[config.mk]
export PLATFORM = sky130hd
export DESIGN_NAME = block_pixel_fetch
export DESIGN_NICKNAME = d
export VERILOG_FILES = /design/src/rtl/block_pkg.sv /design/src/rtl/block_addr_gen.sv /design/src/rtl/block_pixel_fetch.sv
export SDC_FILE = /design/constraint.sdc
export NUM_CORES = 1
export LEC_CHECK = 0
export BUFFER_PORTS_ARGS = -buffer_cell sky130_fd_sc_hd__buf_4
export CORE_MARGIN = 5
export CORE_UTILIZATION = 30
export CTS_BUF_LIST = sky130_fd_sc_hd__clkbuf_8
export DETAILED_ROUTE_END_ITERATION = 12
export PLACE_DENSITY = 0.53
export SLEW_MARGIN = 10
export SYNTH_ARGS = -nofsm -noshare
export SYNTH_HDL_FRONTEND = slang
export SYNTH_SLANG_ARGS = --single-unit
[constraint.sdc]
create_clock -name Clk -period 8.95 [get_ports Clk]
set_clock_uncertainty 0.05 [all_clocks]
set_input_delay 0.895 -clock Clk [delete_from_list [all_inputs] [get_ports Clk]]
set_output_delay 0.895 -clock Clk [all_outputs]
set_load 0.01 [all_outputs]
[src/rtl/block_pkg.sv]
// Shared constants and types for the block sprite fetch path.
package block_pkg;

    localparam int BLK_W      = 23;
    localparam int BLK_H      = 22;
    localparam int BLK_PIXELS = BLK_W * BLK_H;
    localparam int SCREEN_W   = 640;
    localparam int SCREEN_H   = 480;

    localparam logic [3:0] TRANSPARENT_IDX = 4'h0;

    typedef logic [3:0] pixel_idx_t;
    typedef logic [9:0] coord_t;

endpackage

[src/rtl/block_addr_gen.sv]
// Combinational rectangle hit test and row-major sprite ROM address for one scan pixel.
// Zero latency; no flow control (one result per presented pixel).
module block_addr_gen
    import block_pkg::coord_t;
#(
    parameter int BLK_W  = block_pkg::BLK_W,
    parameter int BLK_H  = block_pkg::BLK_H,
    parameter int ADDR_W = 9
) (
    input  coord_t              draw_x,
    input  coord_t              draw_y,
    input  coord_t              pos_x,
    input  coord_t              pos_y,
    input  logic                en,
    output logic                hit,
    output logic [ADDR_W-1:0]   addr
);

    logic [10:0] dx;
    logic [10:0] dy;
    logic [10:0] px;
    logic [10:0] py;
    logic [10:0] x_end;
    logic [10:0] y_end;
    logic [10:0] lx;
    logic [10:0] ly;
    logic [10:0] row_base;
    logic [10:0] lin;
    logic        in_x;
    logic        in_y;

    always_comb begin
        dx = {1'b0, draw_x};
        dy = {1'b0, draw_y};
        px = {1'b0, pos_x};
        py = {1'b0, pos_y};

        // 11-bit ends so a block hanging off the right/bottom clips instead of wrapping
        x_end = px + 11'(BLK_W);
        y_end = py + 11'(BLK_H);

        in_x = (dx >= px) && (dx < x_end);
        in_y = (dy >= py) && (dy < y_end);
        hit  = en && in_x && in_y;

        lx = dx - px;
        ly = dy - py;
    end

    generate
        if (BLK_W == 23) begin : g_mul23
            assign row_base = (ly << 4) + (ly << 3) - ly;
        end else begin : g_mulc
            assign row_base = 11'(ly * 11'(BLK_W));
        end
    endgenerate

    assign lin  = row_base + lx;
    assign addr = lin[ADDR_W-1:0];

endmodule

[src/rtl/block_pixel_fetch.sv]
// Frame-latched block position, per-pixel ROM address, and ROM data realignment to pixel outputs.
// Fixed 3-cycle latency DrawX/DrawY -> pixel_idx/pixel_on, 1 pixel/cycle, no backpressure.
module block_pixel_fetch
    import block_pkg::coord_t;
    import block_pkg::pixel_idx_t;
#(
    parameter int         BLK_W           = block_pkg::BLK_W,
    parameter int         BLK_H           = block_pkg::BLK_H,
    parameter int         ADDR_W          = 9,
    parameter logic [3:0] TRANSPARENT_IDX = block_pkg::TRANSPARENT_IDX
) (
    input  logic                Clk,
    input  logic                Reset_n,
    input  logic                frame_start,
    input  coord_t              blk_x,
    input  coord_t              blk_y,
    input  logic                blk_en,
    input  coord_t              DrawX,
    input  coord_t              DrawY,
    output logic [ADDR_W-1:0]   rom_addr,
    input  pixel_idx_t          rom_data,
    output pixel_idx_t          pixel_idx,
    output logic                pixel_on
);

    coord_t              pos_x;
    coord_t              pos_y;
    logic                en;
    logic                hit;
    logic [ADDR_W-1:0]   addr;
    logic                hit1;
    logic                hit2;
    logic                pixel_on_next;

    // Position is only taken at frame start so the sprite never tears mid-frame
    always_ff @(posedge Clk or negedge Reset_n) begin
        if (!Reset_n) begin
            pos_x <= '0;
            pos_y <= '0;
            en    <= 1'b0;
        end else if (frame_start) begin
            pos_x <= blk_x;
            pos_y <= blk_y;
            en    <= blk_en;
        end
    end

    block_addr_gen #(
        .BLK_W  (BLK_W),
        .BLK_H  (BLK_H),
        .ADDR_W (ADDR_W)
    ) u_addr_gen (
        .draw_x (DrawX),
        .draw_y (DrawY),
        .pos_x  (pos_x),
        .pos_y  (pos_y),
        .en     (en),
        .hit    (hit),
        .addr   (addr)
    );

    // hit1/hit2 shadow the address through the ROM's one-cycle read
    always_ff @(posedge Clk or negedge Reset_n) begin
        if (!Reset_n) begin
            rom_addr <= '0;
            hit1     <= 1'b0;
            hit2     <= 1'b0;
        end else begin
            rom_addr <= hit ? addr : '0;
            hit1     <= hit;
            hit2     <= hit1;
        end
    end

    assign pixel_on_next = hit2 && (rom_data != TRANSPARENT_IDX);

    always_ff @(posedge Clk or negedge Reset_n) begin
        if (!Reset_n) begin
            pixel_on  <= 1'b0;
            pixel_idx <= '0;
        end else begin
            pixel_on  <= pixel_on_next;
            pixel_idx <= pixel_on_next ? rom_data : '0;
        end
    end

endmodule

==> impl_metrics.ini, run 1 <==
[pwr]
switching_share_pct = 39.6
internal-power_uw = 500
seqPwrFrac_pct = 22.8
clkPwrFrac_pct = 13.7
combPwrFrac_pct = 63.6
ir_worst_vdd_mv = 0.0986
power.switching_uw = 329
leakage_uw = 0.00197
pwr_density_cell_nw_per_um2 = 209

[synth]
ys_seq_area_share_pct = 28.4
syn-num-nets = 454
syn_inst = 337
yosysTopAreaCell = dfrtp_1
yosysWarningCount = 0
syn_area_sq_um = 3260
synth_seq_cells = 37
synth_top_area_share_pct = 28.4
synthDistinctLibCells = 38
synth_area_per_cell_sq_um = 9.68
synthTopCellsByArea = dfrtp_1, ha_1, fa_1, xnor2_1, inv_1

[worst_setup_path]
required_ns = 9.12
critPathLaunchType = input pin
reg2reg_depth = 19
critPathMaxStageDelay_ns = 0.51
cp_slowest_cell = fa_1
arrival_ns = 5.52
crit_fanout = 6
reg2reg_to = rom_addr[8]
worstSetupPathType = in2reg
worst-path-buf-inv = 5
r2r_start = pos_y[0]
rrSetupSlack_ns = 4.00
endpoint_kind = register
worstPathCellList = buf_4, inv_1, ha_1, inv_1, fa_1, a21o_1, a21oi_2, xnor2_1, fa_1, fa_1, inv_1, fa_1, inv_1, ha_1, a21o_1, a21oi_1, o21bai_1, a21oi_1, xnor2_1, xnor3_1, nor2b_1
path_delay_family = adder cells

[clock_tree]
clk_pin_slew_worst_paths_ns = 0.08
clock_latency_ns = 0.28
cts_resized = 0
clockRootBuffer = clkbuf_8
clockBufferDepth = 2
cts_sinks = 37
numCtsBuffers = 5
cts_setup_buffers = 0
cts_max_level = 2
cts_tree = done
postCtsHoldBufs = 0

[routing]
wl_per_cell_microns = 12.7
wirelength_mm = 6.89
drc = 0
vias = 2427
antenna_left = 0
dr.pass1.iters = 4
routed_via_density = 4.48
drt_iter0_drc = 51

[sta]
setup_tns_ns = 0
max_freq_ghz = 0.187
setup_viol = 0
slew_headroom_pct = 65.9
worstMarginPinSlew_ns = 0.507
fin_crit_ns = 5.35
hold_viol_final = 0
slew_viol_final = 0
finalCritPeriodShare_pct = 59.8
rsz0062_at_grt = false

[final_layout]
drive_gt1_share_pct = 19.2
diodes = 0
syn2layout_area_growth_pct = 21.5
n_fill_cell = 1168
nNetsFinal = 518
fin_cells = 542

[worst_hold_path]
whs_path_depth = 0
min_to = hit2
hold_path.class = reg2reg
min_from = hit1

[global_routing]
grt_start_max_net_pins = 41
grt_antenna_before_repair = 0
grt_pass1_wl_mm = 11.7
grt_overflow = 0
grt.total_usage_pct = 11.1
grt_pass1_vias = 2548

[place]
placed_cells = 534
place_congestion = 0.798
io_buffer_count = 61
dp_hpwl_mm = 5.95

[floorplanning]
initial_utilization_pct = 30.4
core_area_sq_um = 10700
dieArea_sq_um = 13100
row_count = 38
ios = 62
die_h_microns = 114
die_x_microns = 114

[job]
maxCapViolations = 0

[outcome]
status = completed
-- cell families after synthesis --
logic type | share of synthesized area (%)
compound gates | 13.9
simple gates | 11.5
fa+ha+maj | 30.8
buf+inv | 5.98
flops | 28.4
xor+xnor | 8.74
mux | 0.690
-- per-layer routing --
layer	routed length [microns]	track usage, %	share of wire, %
met1	3220	14.8	47
met5	0	0	0
met3	330	1.96	4.8
met4	46	2.85	0.67
met2	3300	18.7	48
-- synth_stat cells, drive strengths merged --
master and n:
a21boi 1, nand2 28, o2111ai 3, ha 50, o211ai 1, a211oi 2, mux2 2, o41a 1
and2 12, o21a 3, nand4 4, nor2 13, o21bai 3, a2111oi 2, nor2b 5, buf 1
xnor3 1, xnor2 25, xor2 5, o21ai 29, nand2b 1, a21o 5, nand3 3, inv 48
a221oi 1, nor3 5, a21oi 21, clkbuf 3, dfrtp 37, fa 19, o32ai 1, nor4 2
-- placed cells by master, fill, tap and decap left out, types with 12 or more instances in the layout --
cell type / netlist / final
buf_4: 0 / 61
ha_1: 50 / 50
inv_1: 47 / 48
dfrtp_1: 37 / 37
nand2_1: 28 / 28
o21ai_0: 26 / 26
xnor2_1: 25 / 25
a21oi_1: 20 / 20
fa_1: 19 / 19
nor2_1: 13 / 13
and2_1: 12 / 12
-- flip-flops by register name, indices dropped and copies added, names as in the netlist --
name	flops
pos_x	10
pos_y	10
rom_addr	9
pixel_idx	4
en	1
hit1	1
hit2	1
pixel_on	1
-- power by group through the flow --
stage	sequential [uW]	combinational, uW	clock (uW)
final	189	527	113
after global routing	191	615	125
after CTS	189	541	119
after detailed placement	192	536	0
after global placement	192	522	0
after floorplan	192	425	0
-- per-stage QoR --
step / util [%] / instance area, sq um / total power (uW) / setup slack, ns / hold slack [ns]
after floorplan: - / 3260 / 617 / 3.66 / 0.281
after global placement: 36.1 / 3880 / 714 / 3.36 / 0.285
after detailed placement: 36.1 / 3880 / 729 / 3.26 / 0.293
after CTS: 36.9 / 3960 / 849 / 3.57 / 0.311
after global routing: 36.9 / 3960 / 930 / 3.35 / 0.320
final: 36.9 / 3960 / 829 / 3.60 / 0.304
-- worst reg2reg max path: cells and delay by family (launching register included) --
kind | cells | cell delay (ns)
XOR/XNOR | 3 | 0.72
buffers and inverters | 3 | 0.17
AND/OR/NAND/NOR | 1 | 0.11
adder cells (fa/ha/maj) | 6 | 2.36
flip-flops | 1 | 0.36
AO/OA/AOI/OAI | 6 | 1.11
-- cell type report --
| class | instances | area, sq um | area share, % |
|---|---|---|---|
| clock buffer | 5 | 68.8 | 1.74 |
| clock inverter | 3 | 13.8 | 0.347 |
| inverter | 48 | 180 | 4.55 |
| multi-input combinational | 248 | 2140 | 54.0 |
| sequential | 37 | 926 | 23.4 |
| tap | 140 | 175 | 4.42 |
| timing repair buffer | 61 | 458 | 11.6 |
-- worst max path at each step --
stage               cells after the start     endpoint      from
global route                           21  rom_addr[8]  DrawY[0]
CTS                                    21  rom_addr[8]  DrawY[0]
detailed placement                     21  rom_addr[8]  DrawY[0]
finish                                 21  rom_addr[8]  DrawY[0]
floorplan                              20  rom_addr[8]  DrawY[0]
global placement                       21  rom_addr[8]  DrawY[0]
No activity file was read; power rests on OpenSTA's default activity.
==> run 2, diff against run 1 <==
Settings changed: ABC_AREA set to 1.
Clock period 8.95 ns to 5.4 ns, I/O delays scaled along.
==> run 2 against run 1 <==
Power rose by 79%. Synthesized cell count rose by 34%. Core utilization fell by 0.27 points. Setup slack got worse by 2.7 ns. Non-clock buffer count did not move. Critical path depth rose by 6. Hold slack got worse by 0.15 ns. Sequential share of layout area fell by 2.0 points. Global-route usage rose by 0.86 points. Die area rose by 9.3%. First-iteration DRC count rose by 100%. Final cell count rose by 22%. Highest routed layer unchanged.
==> impl_metrics.ini, run 2 <==
[outcome]
status = completed

[clock_tree]
clk_pin_slew_worst_paths_ns = 0.08
numCtsBuffers = 5
clockBufferDepth = 2
clockRootBuffer = clkbuf_8
cts_sinks = 37
cts_tree = done
cts_resized = 0
postCtsHoldBufs = 0
cts_setup_buffers = 0
cts_max_level = 2
clock_latency_ns = 0.30

[global_routing]
grt_start_max_net_pins = 42
grt_overflow = 0
grt_pass1_wl_mm = 13.8
grt_pass1_vias = 2983
grt_antenna_before_repair = 0
grt.total_usage_pct = 12.0

[place]
io_buffer_count = 61
place_congestion = 0.876
place_ws_ns = 0.640
dp_hpwl_mm = 6.88

[worst_setup_path]
reg2reg_depth = 27
crit_start = pos_y[2]
endpoint_kind = register
arrival_ns = 4.68
crit_fanout = 6
required_ns = 5.54
r2r_start = pos_y[2]
worstSetupPathType = reg2reg
critPathLaunchType = register
rrSetupSlack_ns = 0.86
reg2reg_to = rom_addr[8]

[synth]
ys_top_cells_by_count = nand2_1, inv_1, ha_1, dfrtp_1, o21ai_0
syn_inst = 451
synthTopCellsByArea = dfrtp_1, ha_1, nand2_1, fa_1, inv_1
synth_top_area_share_pct = 25.7
yosys_most_used_dff = dfrtp_1
async_reset_ff_share_pct = 100
synth_edf_count = 0
post-synth-top-count-cell = nand2_1
synth_seq_cells = 37
ys_seq_area_share_pct = 25.7
syn-num-nets = 568
syn_area_sq_um = 3600
synthDistinctLibCells = 34
yosysTopAreaCell = dfrtp_1
yosysWarningCount = 0
synth_area_per_cell_sq_um = 7.97

[final_layout]
regArea_sq_um = 926
reg_top3 = pos_x (10), pos_y (10), rom_addr (9)
drive_gt1_share_pct = 19.6
final_cell_mix = nand2_1, inv_1, buf_4
syn2layout_area_growth_pct = 20.8
nNetsFinal = 632
multi_input_area_sq_um = 2320
diodes = 0
layout_commonest_cell = nand2_1
fin_util_pct = 36.6
n_fill_cell = 1228

[sta]
hold_viol_final = 0
finalCritPeriodShare_pct = 84.2
setup_tns_ns = 0
slew_headroom_pct = 66.2
setup_viol = 0
worstMarginPinSlew_ns = 0.505
max_freq_ghz = 0.220
fin_crit_ns = 4.54
slew_viol_final = 0
rsz0062_at_grt = false
fin_ws_ns = 0.855

[routing]
routed_via_density = 4.39
drc = 0
wirelength_mm = 8.01
drt_iter0_drc = 104
antenna_left = 0
dr.pass1.iters = 4
vias = 2912
wl_per_cell_microns = 12.1

[worst_hold_path]
hold_path.class = in2async

[floorplanning]
core_area_sq_um = 11900
dieArea_sq_um = 14300
initial_utilization_pct = 30.3
die_h_microns = 119
die_x_microns = 119
ios = 62
row_count = 40

[pwr]
pwr_density_cell_nw_per_um2 = 342
ir_worst_vdd_mv = 0.144
leakage_uw = 0.00237

[job]
maxCapViolations = 0
==> run 2: how the worst max path moves through the flow <==
stage	endpoint	slack [ns]
floorplan	rom_addr[8]	1.03
global placement	rom_addr[8]	0.76
detailed placement	rom_addr[8]	0.64
CTS	rom_addr[8]	0.88
global route	rom_addr[8]	0.49
finish	rom_addr[8]	0.86
==> run 2: critical path: stages, from the launching register on <==
cell	delay, ns
dfrtp_1	0.47
inv_1	0.11
ha_1	0.36
nand2_1	0.09
nand2_1	0.06
nand2_1	0.09
nand3_1	0.10
nand2_1	0.07
nand2_1	0.05
a21oi_1	0.14
xnor2_1	0.16
fa_1	0.47
fa_1	0.51
fa_1	0.54
inv_1	0.04
ha_1	0.33
nand2_1	0.08
clkinv_1	0.07
nand4_1	0.10
nand3_1	0.08
nand2_1	0.06
nand2_1	0.06
inv_1	0.05
nand2_1	0.06
nand2_1	0.06
nand2_1	0.05
nand2_1	0.07
nor2_2	0.04
==> run 2: logic make-up after synthesis <==
group,Yosys count,share of synthesized area [%]
xor gates and xnor gates,21,5.11
DFF,37,25.7
adders and majority gates,69,28.0
buffers and inverters,91,9.64
and+or+nand+nor,178,23.0
AOI/OAI and AO/OA,54,8.25
muxes,1,0.313
==> run 2: layout make-up <==
| class | instances | area share (%) |
|---|---|---|
| multi-input cells | 323 | 53.5 |
| flip-flops and latches | 37 | 21.3 |
| repair buffers | 61 | 10.5 |
| inverters | 87 | 7.63 |
| well taps | 147 | 4.24 |
| clock buffers | 6 | 1.90 |
| clock inverters | 2 | 0.864 |
==> run 2: stage by stage <==
step / hold slack, ns / total power [uW] / area [sq um] / std cells
floorplan: 0.194 / 1050 / 3600 / 451
global placement: 0.285 / 1230 / 4220 / 655
detailed placement: 0.291 / 1250 / 4220 / 655
CTS: 0.168 / 1520 / 4340 / 663
global route: 0.200 / 1680 / 4340 / 663
finish: 0.155 / 1490 / 4340 / 663
==> run 2: layer usage <==
metal | up-vias | routed length (microns) | global-route usage (%)
li1 | 1551 | - | -
met1 | 1298 | 3720 | 15.7
met2 | 50 | 3860 | 19.7
met3 | 13 | 235 | 1.99
met4 | 0 | 185 | 4.37
met5 | - | 0 | 0
==> run 2: report_power, final <==
part           internal, uW  switching [uW]  leakage, uW
clock network           150             109    0.0000574
registers               298            17.6     0.000477
logic                   378             534      0.00183
